### src/rtl/ahb_lite_pkg.sv
// Shared AHB-Lite encodings and FSM state type for the command master.
// Also provides the request size/alignment legality helper.
package ahb_lite_pkg;

  localparam logic [1:0] HTRANS_IDLE   = 2'b00;
  localparam logic [1:0] HTRANS_BUSY   = 2'b01;
  localparam logic [1:0] HTRANS_NONSEQ = 2'b10;
  localparam logic [1:0] HTRANS_SEQ    = 2'b11;

  localparam logic [2:0] HSIZE_BYTE = 3'b000;
  localparam logic [2:0] HSIZE_HALF = 3'b001;
  localparam logic [2:0] HSIZE_WORD = 3'b010;

  localparam logic [2:0] HBURST_SINGLE = 3'b000;
  localparam logic [3:0] HPROT_DEFAULT = 4'b0011;

  typedef enum logic [1:0] {
    ST_IDLE = 2'b00,
    ST_ADDR = 2'b01,
    ST_DATA = 2'b10,
    ST_ERR  = 2'b11
  } state_e;

  // Only byte/half/word sizes are supported, each naturally aligned.
  function automatic logic size_aligned(input logic [2:0] size, input logic [1:0] addr_lo);
    logic ok;
    case (size)
      HSIZE_BYTE: ok = 1'b1;
      HSIZE_HALF: ok = (addr_lo[0] == 1'b0);
      HSIZE_WORD: ok = (addr_lo == 2'b00);
      default:    ok = 1'b0;
    endcase
    return ok;
  endfunction

endpackage

### src/rtl/ahb_lite_cmd_master_if.sv
// Request/response port plus AHB-Lite bus signals of the command master.
// The master modport is the initiator's view; slave is the environment's view.
interface ahb_lite_cmd_master_if;

  logic        req_valid;
  logic        req_ready;
  logic        req_write;
  logic [31:0] req_addr;
  logic [2:0]  req_size;
  logic [31:0] req_wdata;
  logic        rsp_valid;
  logic [31:0] rsp_rdata;
  logic        rsp_err;
  logic        rsp_timeout;

  logic [31:0] HADDR;
  logic [1:0]  HTRANS;
  logic [2:0]  HSIZE;
  logic        HWRITE;
  logic [31:0] HWDATA;
  logic [2:0]  HBURST;
  logic [3:0]  HPROT;
  logic        HMASTLOCK;
  logic [31:0] HRDATA;
  logic        HREADY;
  logic        HRESP;

  modport master (
    input  req_valid, req_write, req_addr, req_size, req_wdata,
    input  HRDATA, HREADY, HRESP,
    output req_ready, rsp_valid, rsp_rdata, rsp_err, rsp_timeout,
    output HADDR, HTRANS, HSIZE, HWRITE, HWDATA, HBURST, HPROT, HMASTLOCK
  );

  modport slave (
    output req_valid, req_write, req_addr, req_size, req_wdata,
    output HRDATA, HREADY, HRESP,
    input  req_ready, rsp_valid, rsp_rdata, rsp_err, rsp_timeout,
    input  HADDR, HTRANS, HSIZE, HWRITE, HWDATA, HBURST, HPROT, HMASTLOCK
  );

endinterface

### src/rtl/ahb_lite_cmd_master_req_checker.sv
// Combinational legality check of a request's size and low address bits.
module ahb_req_checker
  import ahb_lite_pkg::*;
(
  input  logic [2:0] size,
  input  logic [1:0] addr_lo,
  output logic       ok
);

  // Legal when the size is supported and the address is naturally aligned.
  always_comb begin
    ok = size_aligned(size, addr_lo);
  end

endmodule

### src/rtl/ahb_lite_cmd_master.sv
// Single-outstanding AHB-Lite initiator: one request becomes one SINGLE transfer.
// Optional HREADY-stall timeout enabled by defining AHB_CMD_MASTER_TIMEOUT_EN.
module ahb_lite_cmd_master
  import ahb_lite_pkg::*;
#(
  parameter int unsigned TIMEOUT_CYCLES = 256
) (
  input  logic                  HCLK,
  input  logic                  HRESETn,
  ahb_lite_cmd_master_if.master bus
);

  state_e      state_r, state_s;
  logic [1:0]  htrans_r, htrans_s;
  logic [31:0] haddr_r, haddr_s;
  logic [2:0]  hsize_r, hsize_s;
  logic        hwrite_r, hwrite_s;
  logic [31:0] hwdata_r, hwdata_s;
  logic [31:0] wdata_r, wdata_s;
  logic        req_ready_r, req_ready_s;
  logic        rsp_valid_r, rsp_valid_s;
  logic        rsp_err_r, rsp_err_s;
  logic [31:0] rsp_rdata_r, rsp_rdata_s;
  logic        rsp_timeout_r, rsp_timeout_s;
  logic        req_ok_s;

`ifdef AHB_CMD_MASTER_TIMEOUT_EN
  localparam int unsigned CNT_W = $clog2(TIMEOUT_CYCLES + 1);
  logic [CNT_W-1:0] cnt_r, cnt_s;
  logic             stall_s;
  logic             timeout_hit_s;
`else
  logic             unused_timeout_cfg_s;
  always_comb begin
    unused_timeout_cfg_s = (TIMEOUT_CYCLES != 32'd0);
  end
`endif

  ahb_req_checker u_req_checker (
    .size    (bus.req_size),
    .addr_lo (bus.req_addr[1:0]),
    .ok      (req_ok_s)
  );

  // Next-state and next-output computation; response outputs default to an idle pulse.
  always_comb begin
    state_s       = state_r;
    htrans_s      = htrans_r;
    haddr_s       = haddr_r;
    hsize_s       = hsize_r;
    hwrite_s      = hwrite_r;
    hwdata_s      = hwdata_r;
    wdata_s       = wdata_r;
    req_ready_s   = req_ready_r;
    rsp_valid_s   = 1'b0;
    rsp_err_s     = 1'b0;
    rsp_rdata_s   = 32'h0000_0000;
    rsp_timeout_s = 1'b0;

    case (state_r)
      ST_IDLE: begin
        if (bus.req_valid && req_ready_r) begin
          if (req_ok_s) begin
            state_s     = ST_ADDR;
            htrans_s    = HTRANS_NONSEQ;
            haddr_s     = bus.req_addr;
            hsize_s     = bus.req_size;
            hwrite_s    = bus.req_write;
            wdata_s     = bus.req_write ? bus.req_wdata : 32'h0000_0000;
            req_ready_s = 1'b0;
          end else begin
            // Rejected locally: answer immediately without touching the bus.
            rsp_valid_s = 1'b1;
            rsp_err_s   = 1'b1;
          end
        end else begin
          state_s = ST_IDLE;
        end
      end
      ST_ADDR: begin
        if (bus.HREADY) begin
          state_s  = ST_DATA;
          htrans_s = HTRANS_IDLE;
          hwdata_s = wdata_r;
        end else begin
          state_s = ST_ADDR;
        end
      end
      ST_DATA: begin
        if (bus.HREADY) begin
          state_s     = ST_IDLE;
          req_ready_s = 1'b1;
          rsp_valid_s = 1'b1;
          rsp_err_s   = bus.HRESP;
          rsp_rdata_s = (!hwrite_r && !bus.HRESP) ? bus.HRDATA : 32'h0000_0000;
        end else if (bus.HRESP) begin
          state_s = ST_ERR;
        end else begin
          state_s = ST_DATA;
        end
      end
      ST_ERR: begin
        if (bus.HREADY) begin
          state_s     = ST_IDLE;
          req_ready_s = 1'b1;
          rsp_valid_s = 1'b1;
          rsp_err_s   = 1'b1;
        end else begin
          state_s = ST_ERR;
        end
      end
      default: begin
        state_s     = ST_IDLE;
        htrans_s    = HTRANS_IDLE;
        req_ready_s = 1'b1;
      end
    endcase

`ifdef AHB_CMD_MASTER_TIMEOUT_EN
    stall_s       = ((state_r == ST_DATA) || (state_r == ST_ERR)) && !bus.HREADY;
    timeout_hit_s = (cnt_r == CNT_W'(TIMEOUT_CYCLES - 1));
    if (stall_s && timeout_hit_s) begin
      state_s       = ST_IDLE;
      htrans_s      = HTRANS_IDLE;
      req_ready_s   = 1'b1;
      rsp_valid_s   = 1'b1;
      rsp_err_s     = 1'b1;
      rsp_rdata_s   = 32'h0000_0000;
      rsp_timeout_s = 1'b1;
      cnt_s         = '0;
    end else if (state_s != state_r) begin
      cnt_s = '0;
    end else if (stall_s) begin
      cnt_s = cnt_r + CNT_W'(1);
    end else begin
      cnt_s = cnt_r;
    end
`endif
  end

  // State and registered bus/response outputs with asynchronous reset.
  always_ff @(posedge HCLK or negedge HRESETn) begin
    if (!HRESETn) begin
      state_r       <= ST_IDLE;
      htrans_r      <= HTRANS_IDLE;
      haddr_r       <= 32'h0000_0000;
      hsize_r       <= 3'b000;
      hwrite_r      <= 1'b0;
      hwdata_r      <= 32'h0000_0000;
      wdata_r       <= 32'h0000_0000;
      req_ready_r   <= 1'b1;
      rsp_valid_r   <= 1'b0;
      rsp_err_r     <= 1'b0;
      rsp_rdata_r   <= 32'h0000_0000;
      rsp_timeout_r <= 1'b0;
    end else begin
      state_r       <= state_s;
      htrans_r      <= htrans_s;
      haddr_r       <= haddr_s;
      hsize_r       <= hsize_s;
      hwrite_r      <= hwrite_s;
      hwdata_r      <= hwdata_s;
      wdata_r       <= wdata_s;
      req_ready_r   <= req_ready_s;
      rsp_valid_r   <= rsp_valid_s;
      rsp_err_r     <= rsp_err_s;
      rsp_rdata_r   <= rsp_rdata_s;
      rsp_timeout_r <= rsp_timeout_s;
    end
  end

`ifdef AHB_CMD_MASTER_TIMEOUT_EN
  // Stall counter for the HREADY timeout.
  always_ff @(posedge HCLK or negedge HRESETn) begin
    if (!HRESETn) begin
      cnt_r <= '0;
    end else begin
      cnt_r <= cnt_s;
    end
  end
`endif

  assign bus.HTRANS      = htrans_r;
  assign bus.HADDR       = haddr_r;
  assign bus.HSIZE       = hsize_r;
  assign bus.HWRITE      = hwrite_r;
  assign bus.HWDATA      = hwdata_r;
  assign bus.HBURST      = HBURST_SINGLE;
  assign bus.HPROT       = HPROT_DEFAULT;
  assign bus.HMASTLOCK   = 1'b0;
  assign bus.req_ready   = req_ready_r;
  assign bus.rsp_valid   = rsp_valid_r;
  assign bus.rsp_err     = rsp_err_r;
  assign bus.rsp_rdata   = rsp_rdata_r;
  assign bus.rsp_timeout = rsp_timeout_r;

endmodule
### src/flat_wrapper.sv
// flat-port wrapper written by rule: the top's interface ports become plain ports
module ahb_lite_cmd_master_flat import ahb_lite_pkg::*;
#(
  parameter int unsigned TIMEOUT_CYCLES = 256
)
  (HCLK, HRESETn, bus_req_valid, bus_req_write, bus_req_addr, bus_req_size, bus_req_wdata, bus_HRDATA, bus_HREADY, bus_HRESP, bus_req_ready, bus_rsp_valid, bus_rsp_rdata, bus_rsp_err, bus_rsp_timeout, bus_HADDR, bus_HTRANS, bus_HSIZE, bus_HWRITE, bus_HWDATA, bus_HBURST, bus_HPROT, bus_HMASTLOCK);
  ahb_lite_cmd_master_if bus_i ();
  input  logic HCLK;
  input  logic HRESETn;
  input wire logic [$bits(bus_i.req_valid)-1:0] bus_req_valid;
  input wire logic [$bits(bus_i.req_write)-1:0] bus_req_write;
  input wire logic [$bits(bus_i.req_addr)-1:0] bus_req_addr;
  input wire logic [$bits(bus_i.req_size)-1:0] bus_req_size;
  input wire logic [$bits(bus_i.req_wdata)-1:0] bus_req_wdata;
  input wire logic [$bits(bus_i.HRDATA)-1:0] bus_HRDATA;
  input wire logic [$bits(bus_i.HREADY)-1:0] bus_HREADY;
  input wire logic [$bits(bus_i.HRESP)-1:0] bus_HRESP;
  output wire logic [$bits(bus_i.req_ready)-1:0] bus_req_ready;
  output wire logic [$bits(bus_i.rsp_valid)-1:0] bus_rsp_valid;
  output wire logic [$bits(bus_i.rsp_rdata)-1:0] bus_rsp_rdata;
  output wire logic [$bits(bus_i.rsp_err)-1:0] bus_rsp_err;
  output wire logic [$bits(bus_i.rsp_timeout)-1:0] bus_rsp_timeout;
  output wire logic [$bits(bus_i.HADDR)-1:0] bus_HADDR;
  output wire logic [$bits(bus_i.HTRANS)-1:0] bus_HTRANS;
  output wire logic [$bits(bus_i.HSIZE)-1:0] bus_HSIZE;
  output wire logic [$bits(bus_i.HWRITE)-1:0] bus_HWRITE;
  output wire logic [$bits(bus_i.HWDATA)-1:0] bus_HWDATA;
  output wire logic [$bits(bus_i.HBURST)-1:0] bus_HBURST;
  output wire logic [$bits(bus_i.HPROT)-1:0] bus_HPROT;
  output wire logic [$bits(bus_i.HMASTLOCK)-1:0] bus_HMASTLOCK;
  assign bus_i.req_valid = bus_req_valid;
  assign bus_i.req_write = bus_req_write;
  assign bus_i.req_addr = bus_req_addr;
  assign bus_i.req_size = bus_req_size;
  assign bus_i.req_wdata = bus_req_wdata;
  assign bus_i.HRDATA = bus_HRDATA;
  assign bus_i.HREADY = bus_HREADY;
  assign bus_i.HRESP = bus_HRESP;
  assign bus_req_ready = bus_i.req_ready;
  assign bus_rsp_valid = bus_i.rsp_valid;
  assign bus_rsp_rdata = bus_i.rsp_rdata;
  assign bus_rsp_err = bus_i.rsp_err;
  assign bus_rsp_timeout = bus_i.rsp_timeout;
  assign bus_HADDR = bus_i.HADDR;
  assign bus_HTRANS = bus_i.HTRANS;
  assign bus_HSIZE = bus_i.HSIZE;
  assign bus_HWRITE = bus_i.HWRITE;
  assign bus_HWDATA = bus_i.HWDATA;
  assign bus_HBURST = bus_i.HBURST;
  assign bus_HPROT = bus_i.HPROT;
  assign bus_HMASTLOCK = bus_i.HMASTLOCK;
  ahb_lite_cmd_master #(.TIMEOUT_CYCLES(TIMEOUT_CYCLES)) u_core (.HCLK(HCLK), .HRESETn(HRESETn), .bus(bus_i));
endmodule
### config.mk
export PLATFORM = sky130hd
export DESIGN_NAME = ahb_lite_cmd_master_flat
export DESIGN_NICKNAME = d
export VERILOG_FILES = /design/src/rtl/ahb_lite_pkg.sv /design/src/rtl/ahb_lite_cmd_master_if.sv /design/src/rtl/ahb_lite_cmd_master_req_checker.sv /design/src/rtl/ahb_lite_cmd_master.sv /design/src/flat_wrapper.sv
export SDC_FILE = /design/constraint.sdc
export NUM_CORES = 1
export LEC_CHECK = 0
export ABC_AREA = 1
export CAP_MARGIN = 30
export CORE_MARGIN = 2
export CORE_UTILIZATION = 49
export CTS_BUF_LIST = sky130_fd_sc_hd__clkbuf_2
export DETAILED_ROUTE_END_ITERATION = 7
export HOLD_SLACK_MARGIN = 0.06
export PLACE_DENSITY_LB_ADDON = 0.08
export SLEW_MARGIN = 40
export SYNTH_ARGS = -nofsm -noshare
export SYNTH_HDL_FRONTEND = slang
export SYNTH_HIERARCHICAL = 1
export SYNTH_SLANG_ARGS = --single-unit
export TNS_END_PERCENT = 10
### constraint.sdc
create_clock -name HCLK -period 2.2 [get_ports HCLK]
set_input_delay 0.22 -clock HCLK [delete_from_list [all_inputs] [get_ports HCLK]]
set_output_delay 0.22 -clock HCLK [all_outputs]
set_load 0.01 [all_outputs]
==> results.md, run 1 <==
* Max incr delay on CP at 0.60 ns
* # DRC at 0
* Clk_skew at a little over 0.03 ns
* Slew @ Worst Pin at between 0.5 and 0.6 ns
* Largest net degree at the start of global routing at 59
* Hold Vio Cnt, Final at 0
* Post-Syn Instances at roughly 650
* Max-slew violation count at 0
* Worst R2R Path Depth at 6
* Final wirelength at between 15 and 20 mm
* CTS tree: built
* GRT Resource Usage Total at 26.7%
* Worst EP arrival at around 1.9 ns
* Sequential area share after synthesis at between 60% and 70%
* Initial core utilization at approximately half
* Unique masters post-synth at 18
* Kind of start point of the critical path: register
* CTS clock-pin slew for the worst setup and hold paths at approximately 0.20 ns
* Post-layout util at roughly four fifths
* Share of layout cells above drive strength 1 at between 5 and 6%
* Status: complete, no violations
* Area grow syn2layout at 54.5%
* IO Port Bufs at 208
* Crit path max fanout at 4
* Slew margin rel. at between 60% and 70%
* Critical R2R Capture: u_core/bus.HADDR[28]$_DFFE_PN0P_
* Final TNS setup at 0 ns
* WP data required at just under 2 ns
* Layout Cells excl Fill at 1068
* Core outline area at 11000 um^2
* Clock Latency Late Sink at between 0.6 and 0.7 ns
* CP max-delay cell: dfstp_2
* Worst Path Buf+Inv at 1
* H-tree Lvls at 4
* Reg2Reg Setup Slack at slightly below 0.7 ns
* LEAKAGE at between 4 and 5 nW
* Number of global-route vias before repair at between 5k and 6k
* Mapped Avg Cell Area at between 8 and 9 um^2
* Post-DP HPWL at 9.72 mm
* Endpoints failing setup at 0
* Max cap viols at 0
* Ranking of synthesized cells by area: dfrtp_1 (61%), nand2_1 (21%), nand3_1 (6.1%)
* CP top delay family: flip-flops
* Peak supply drop at 0.635 mV
* Total power draw at between 0.008 and 0.009 W
* Critical Path Sink Type: output pin
* CTS Sinks at about 140
* GPL Wtd Cong at approximately 0.75
* Wire per inst at between 10 and 15 um
* Yosys reg bits at 138
* DR vias at about 5.2k
* Fin crit period at a little over 2 ns
* Clk root buf: clkbuf_2
* IO Count at roughly 220
* # rows at 38
* CP Class: register to output pin
* Fmax at 483 MHz
* Crit path to: bus_req_ready
* Tcrit/Tclk final at a little over nine tenths
* R2R Path Start: u_core/bus.req_ready$_DFFE_PN1P_
* Post-synth top area share at just over 60%
* Placed Instances at between 900 and 1k
* Die area at between 10000 and 15000 um^2
* Cell breakdown of the critical path: clkdlybuf4s50_1
* Die H at ~110 um
* Grt total ovfl at 0
* Synthesized cell area at 5580 um^2
* Synth Warn # at 6
* Detailed Route Iter0 Violations at 335
* Initial antenna violation count at 1
* Drt via density at slightly below 5
* Post_cts resized at 0
* Post-DRT Antenna Nets at 0
* Cell taking the most area after synthesis: dfrtp_1
* CTS Buf Count at 17
* TritonRoute pass-1 iters at 6
* CTS Buffer Depth at 2
* Worst Hold Class: input port to register
* Final net count at around 1.0k
* RSZ-0062 raised after global routing: no
* Stages on worst setup path at 1
* PD cells at 982 nW/um^2
* Die width at approximately 110 um
* First-pass GRT wire length at between 20 and 30 mm
* CP Launch Point: u_core/bus.req_ready$_DFFE_PN1P_
* Fill count at roughly 740
-- cell type report --
cell class | instances | area, um^2 | area share (%)
Clock buffer | 21 | 105 | 1.22
Multi-Input combinational cell | 430 | 1740 | 20.1
Inverter | 39 | 146 | 1.70
Timing Repair Buffer | 288 | 2900 | 33.6
Clock inverter | 11 | 104 | 1.20
Antenna cell | 1 | 2.50 | 0.0290
Tap cell | 140 | 175 | 2.03
Sequential cell | 138 | 3450 | 40.1
-- per-stage QoR --
step / setup WS, ns / area (um^2) / hold slack, ns
final: 0.129 / 8620 / 0.156
after global routing: 0.00711 / 8620 / 0.123
after floorplan: 0.921 / 5610 / -0.0756
after CTS: 0.0382 / 8610 / 0.0754
after detailed placement: 0.243 / 7710 / 0.197
after global placement: 0.317 / 7710 / 0.195
-- worst min-delay path by stage --
stage | start | end | cells past startpoint
final | bus_req_wdata[1] | u_core/wdata_r[1]$_DFFE_PN0P_ | 5
after global routing | bus_req_addr[0] | u_core/bus.HADDR[0]$_DFFE_PN0P_ | 3
after CTS | bus_req_addr[24] | u_core/bus.HADDR[24]$_DFFE_PN0P_ | 3
after detailed placement | HRESETn | u_core/bus.HWDATA[16]$_DFFE_PN0P_ | 1
after global placement | HRESETn | u_core/bus.HWDATA[17]$_DFFE_PN0P_ | 1
after floorplan | HRESETn | u_core/bus.HADDR[0]$_DFFE_PN0P_ | 0
-- metal layers --
metal  global-route usage [%]  routed length [um]  vias to the layer above
met5                        0                   0                        -
met4                     12.5                 467                        0
met3                     7.76                1150                       35
met2                     46.6                8170                      194
met1                     30.2                5960                     2466
li1                         -                   -                     2478
-- cell usage after synthesis (all sizes together) --
library cell    n
nand2         309
dfrtp         137
nand3          69
buf            40
inv            39
nor2           36
clkbuf          7
o21ai           3
a21oi           2
conb            2
dfstp           1
nand4           1
-- placed cells by master, fill, tap and decap left out, types with 2 or more instances in the layout --
master / instances
clkinv_1: 4
nand3_1: 68
clkdlybuf4s50_1: 207
buf_12: 2
inv_1: 38
o21ai_0: 3
nand2_1: 308
clkbuf_2: 21
conb_1: 10
dlygate4sd3_1: 67
nor2_1: 34
nor2_4: 2
clkinv_2: 4
bufinv_16: 2
dfrtp_1: 137
buf_4: 10
-- kinds of logic after synthesis --
logic type             synth area share, %
AND/OR/NAND/NOR                       29.9
flip-flops                            61.9
buffers and inverters                 7.56
other                                0.135
AO/OA/AOI/OAI                        0.516
-- state kept, by name, summed over array words and instances (netlist names) --
signal,flops
u_core/wdata_r,32
u_core/bus.HSIZE,3
u_core/bus.rsp_rdata,32
u_core/bus.HWDATA,32
u_core/bus.HTRANS,1
u_core/state_r,2
u_core/bus.req_ready,1
u_core/bus.HADDR,32
u_core/bus.rsp_valid,1
u_core/bus.HWRITE,1
u_core/bus.rsp_err,1
-- power breakdown --
part           switching, W  internal, W  leakage (nW)  total (W)
clock network      0.000851     0.000518         0.142    0.00137
logic               0.00157      0.00167          2.48    0.00323
registers          0.000496      0.00336          1.82    0.00386
total               0.00291      0.00555          4.44    0.00846
-- timing repair --
action,4_1_cts,5_1_grt
hold buffers,67,1
endpoints found under the hold margin,202,1
buffers inserted,0,0
No activity file was read; power rests on OpenSTA's default activity.
==> run 2, diff against run 1 <==
--- a/config.mk
+++ b/config.mk
@@ -12,7 +12,7 @@
 export CTS_BUF_LIST = sky130_fd_sc_hd__clkbuf_2
 export DETAILED_ROUTE_END_ITERATION = 7
 export HOLD_SLACK_MARGIN = 0.06
-export PLACE_DENSITY_LB_ADDON = 0.08
+export PLACE_DENSITY_LB_ADDON = 0.12
 export SLEW_MARGIN = 40
 export SYNTH_ARGS = -nofsm -noshare
 export SYNTH_HDL_FRONTEND = slang
==> results.md, run 2 (synthesized netlist as in run 1, its figures left out) <==
* Max incr delay on CP at 0.60 ns (about the same)
* CP top delay family: flip-flops (unchanged)
* Die area at 12300 um^2 (unchanged)
* Commonest non-fill, non-tap cell in the layout: nand2_1 (unchanged)
* Sw frac at 34.0% (was 34.4%)
* Final net count at 1018 (was 1019)
* Flop pwr share at 44.2% (was 45.6%)
* Met1 Usage GRT at 32.1% (was 30.2%)
* CP Class: register to output pin (unchanged)
* Cell breakdown of the critical path: clkdlybuf4s50_1 (unchanged)
* Endpoints failing setup at 0 (unchanged)
* Fmax at 484 MHz (was 483 MHz)
* Worst Hold Class: input port to register (unchanged)
* PnR worst setup slack at 0.133 ns (was 0.129 ns)
* Met2 Use GR at 47.4% (was 46.6%)
* IO Count at 219 (unchanged)
* WP data required at 1.98 ns (about the same)
* Hold Vio Cnt, Final at 0 (unchanged)
* Initial core utilization at 50.8% (unchanged)
* Detailed Route Iter0 Violations at 417 (was 335)
* Status: complete, no violations (unchanged)
* DR vias at 5212 (was 5173)
* Fill count at 752 (was 735)
* GRT Resource Usage Total at 27.5% (was 26.7%)
* Post-DRT Antenna Nets at 0 (unchanged)
* Peak supply drop at 0.669 mV (was 0.635 mV)
* Slew margin rel. at 62.9% (was 61.1%)
* Critical Path Sink Type: output pin (unchanged)
* Worst Path Buf+Inv at 1 (unchanged)
* GRT Max-Usage Layer: met2 (unchanged)
* GPL Wtd Cong at 0.790 (was 0.748)
* Wire per inst at 15.0 um (was 14.8 um)
* Met3 global-route usage at 8.09% (was 7.76%)
* Worst Hold Launch: bus_req_size[1] (was bus_req_wdata[1])
* Psw at 0.00297 W (was 0.00291 W)
* RSZ-0062 raised after global routing: no (unchanged)
* Final TNS setup at 0 ns (unchanged)
* Area grow syn2layout at 55.3% (was 54.5%)
* Crit path max fanout at 4 (unchanged)
* Placement Setup Slack at 0.362 ns (was 0.243 ns)
* # DRC at 0 (unchanged)
* Die width at 111 um (unchanged)
* Total power draw at 0.00873 W (was 0.00846 W)
* Drt via density at 4.89 (was 4.84)
* Worst hold slack at 0.126 ns (was 0.156 ns)
* Final wirelength at 16.0 mm (was 15.8 mm)
* Comb pwr share at 37.1% (was 38.2%)
* Largest net degree at the start of global routing at 54 (was 59)
* Grt total ovfl at 0 (unchanged)
* Fin crit period at 2.07 ns (about the same)
* Post-DP HPWL at 9.84 mm (was 9.72 mm)
* Worst EP arrival at 1.85 ns (about the same)
* PD cells at 1010 nW/um^2 (was 982 nW/um^2)
* CTS tree: built (unchanged)
* H-tree Lvls at 4 (unchanged)
* Most frequent cells in the layout: nand2_1 (308), clkdlybuf4s50_1 (207), dfrtp_1 (137), nand3_1 (68), dlygate4sd3_1 (64) (was nand2_1 (308), clkdlybuf4s50_1 (207), dfrtp_1 (137), nand3_1 (68), dlygate4sd3_1 (67))
* Number of diodes at 0 (was 1)
* LEAKAGE at 4.45 nW (was 4.44 nW)
* CTS Sinks at 138 (unchanged)
* Max-slew violation count at 0 (unchanged)
* R2R Path Start: u_core/state_r[1]$_DFFE_PN0P_ (was u_core/bus.req_ready$_DFFE_PN1P_)
* Core outline area at 11000 um^2 (unchanged)
* CTS clock-pin slew for the worst setup and hold paths at 0.19 ns (was 0.20 ns)
* Clock Latency Late Sink at 0.68 ns (about the same)
* Kind of start point of the critical path: register (unchanged)
* First-pass GRT wire length at 26.7 mm (was 25.9 mm)
* Clk_skew at 0.0264 ns (was 0.0310 ns)
* # rows at 38 (unchanged)
* Initial antenna violation count at 0 (was 1)
* Internal power at 0.00577 W (was 0.00555 W)
* CP max-delay cell: dfstp_2 (unchanged)
* TritonRoute pass-1 iters at 5 (was 6)
* Clock share of power at 18.7% (was 16.2%)
* CTS Buffer Depth at 2 (unchanged)
* Number of global-route vias before repair at 5467 (was 5309)
* Slew @ Worst Pin at 0.556 ns (was 0.582 ns)
* Tcrit/Tclk final at 93.9% (was 94.2%)
* Share of layout cells above drive strength 1 at 5.62% (was 5.29%)
* Postcts setup bufs at 0 (unchanged)
* CTS Buf Count at 17 (unchanged)
* Die H at 111 um (unchanged)
* Clk root buf: clkbuf_2 (unchanged)
* Post-layout util at 78.9% (was 78.5%)
* CP Launch Point: u_core/bus.req_ready$_DFFE_PN1P_ (unchanged)
* IO Port Bufs at 208 (unchanged)
* Max cap viols at 0 (unchanged)
run 2: area by class of cell:
type / instances / area, um^2 / share of cell area, %
multi-input combinational: 430 / 1740 / 20.0
timing repair buffer: 287 / 2880 / 33.3
clock buffer: 18 / 90.1 / 1.04
clock inverter: 14 / 179 / 2.07
inverter: 39 / 146 / 1.69
tap: 140 / 175 / 2.02
sequential: 138 / 3450 / 39.9
run 2: path summary, 6_finish.rpt:
kind / slack, ns / end / cells past startpoint
hold reg to reg: 0.49 / u_core/bus.HWDATA[28]$_DFFE_PN0P_ / 2
max in group asynchronous: 1.28 / u_core/bus.req_ready$_DFFE_PN1P_ / 4
setup reg to reg: 0.62 / u_core/wdata_r[30]$_DFFE_PN0P_ / 4
min in group asynchronous: 0.63 / u_core/bus.HADDR[13]$_DFFE_PN0P_ / 4
setup / recovery: 0.13 / bus_req_ready / 1
hold / removal: 0.13 / u_core/bus.HSIZE[1]$_DFFE_PN0P_ / 3
run 2: per-stage QoR:
step                std cells  instance area (um^2)
floorplan                 654                  5610
global placement          969                  7720
detailed placement        969                  7720
CTS                      1065                  8650
global route             1066                  8660
finish                   1066                  8660
run 2: per-layer routing:
metal  vias up  share of wire, %
li1       2472                 -
met1      2477                39
met2       227                51
met3        36               7.3
met4         0               2.8
met5         -                 0
run 2: timing repair:
action | CTS | global route
hold buffers | 64 | 1
gates resized for setup | 0 | 0
endpoints found under the hold margin | 198 | 1
run 2: power by group through the flow:
stage	logic, W	clock network [W]	registers (W)
2_1_floorplan	0.00107	0	0.00412
3_3_place_gp	0.00303	0	0.00387
3_5_place_dp	0.00312	0	0.00389
4_1_cts	0.00322	0.00168	0.00386
5_1_grt	0.00354	0.00180	0.00396
6_report	0.00324	0.00163	0.00386
==> run 3, diff against run 2 <==
--- a/config.mk
+++ b/config.mk
@@ -6,6 +6,7 @@
 export NUM_CORES = 1
 export LEC_CHECK = 0
 export ABC_AREA = 1
+export ABC_CLOCK_PERIOD_IN_PS = 2200
 export CAP_MARGIN = 30
 export CORE_MARGIN = 2
 export CORE_UTILIZATION = 49
==> results of run 3 <==
Final layout, timing and power as in run 2 (identical DEF).
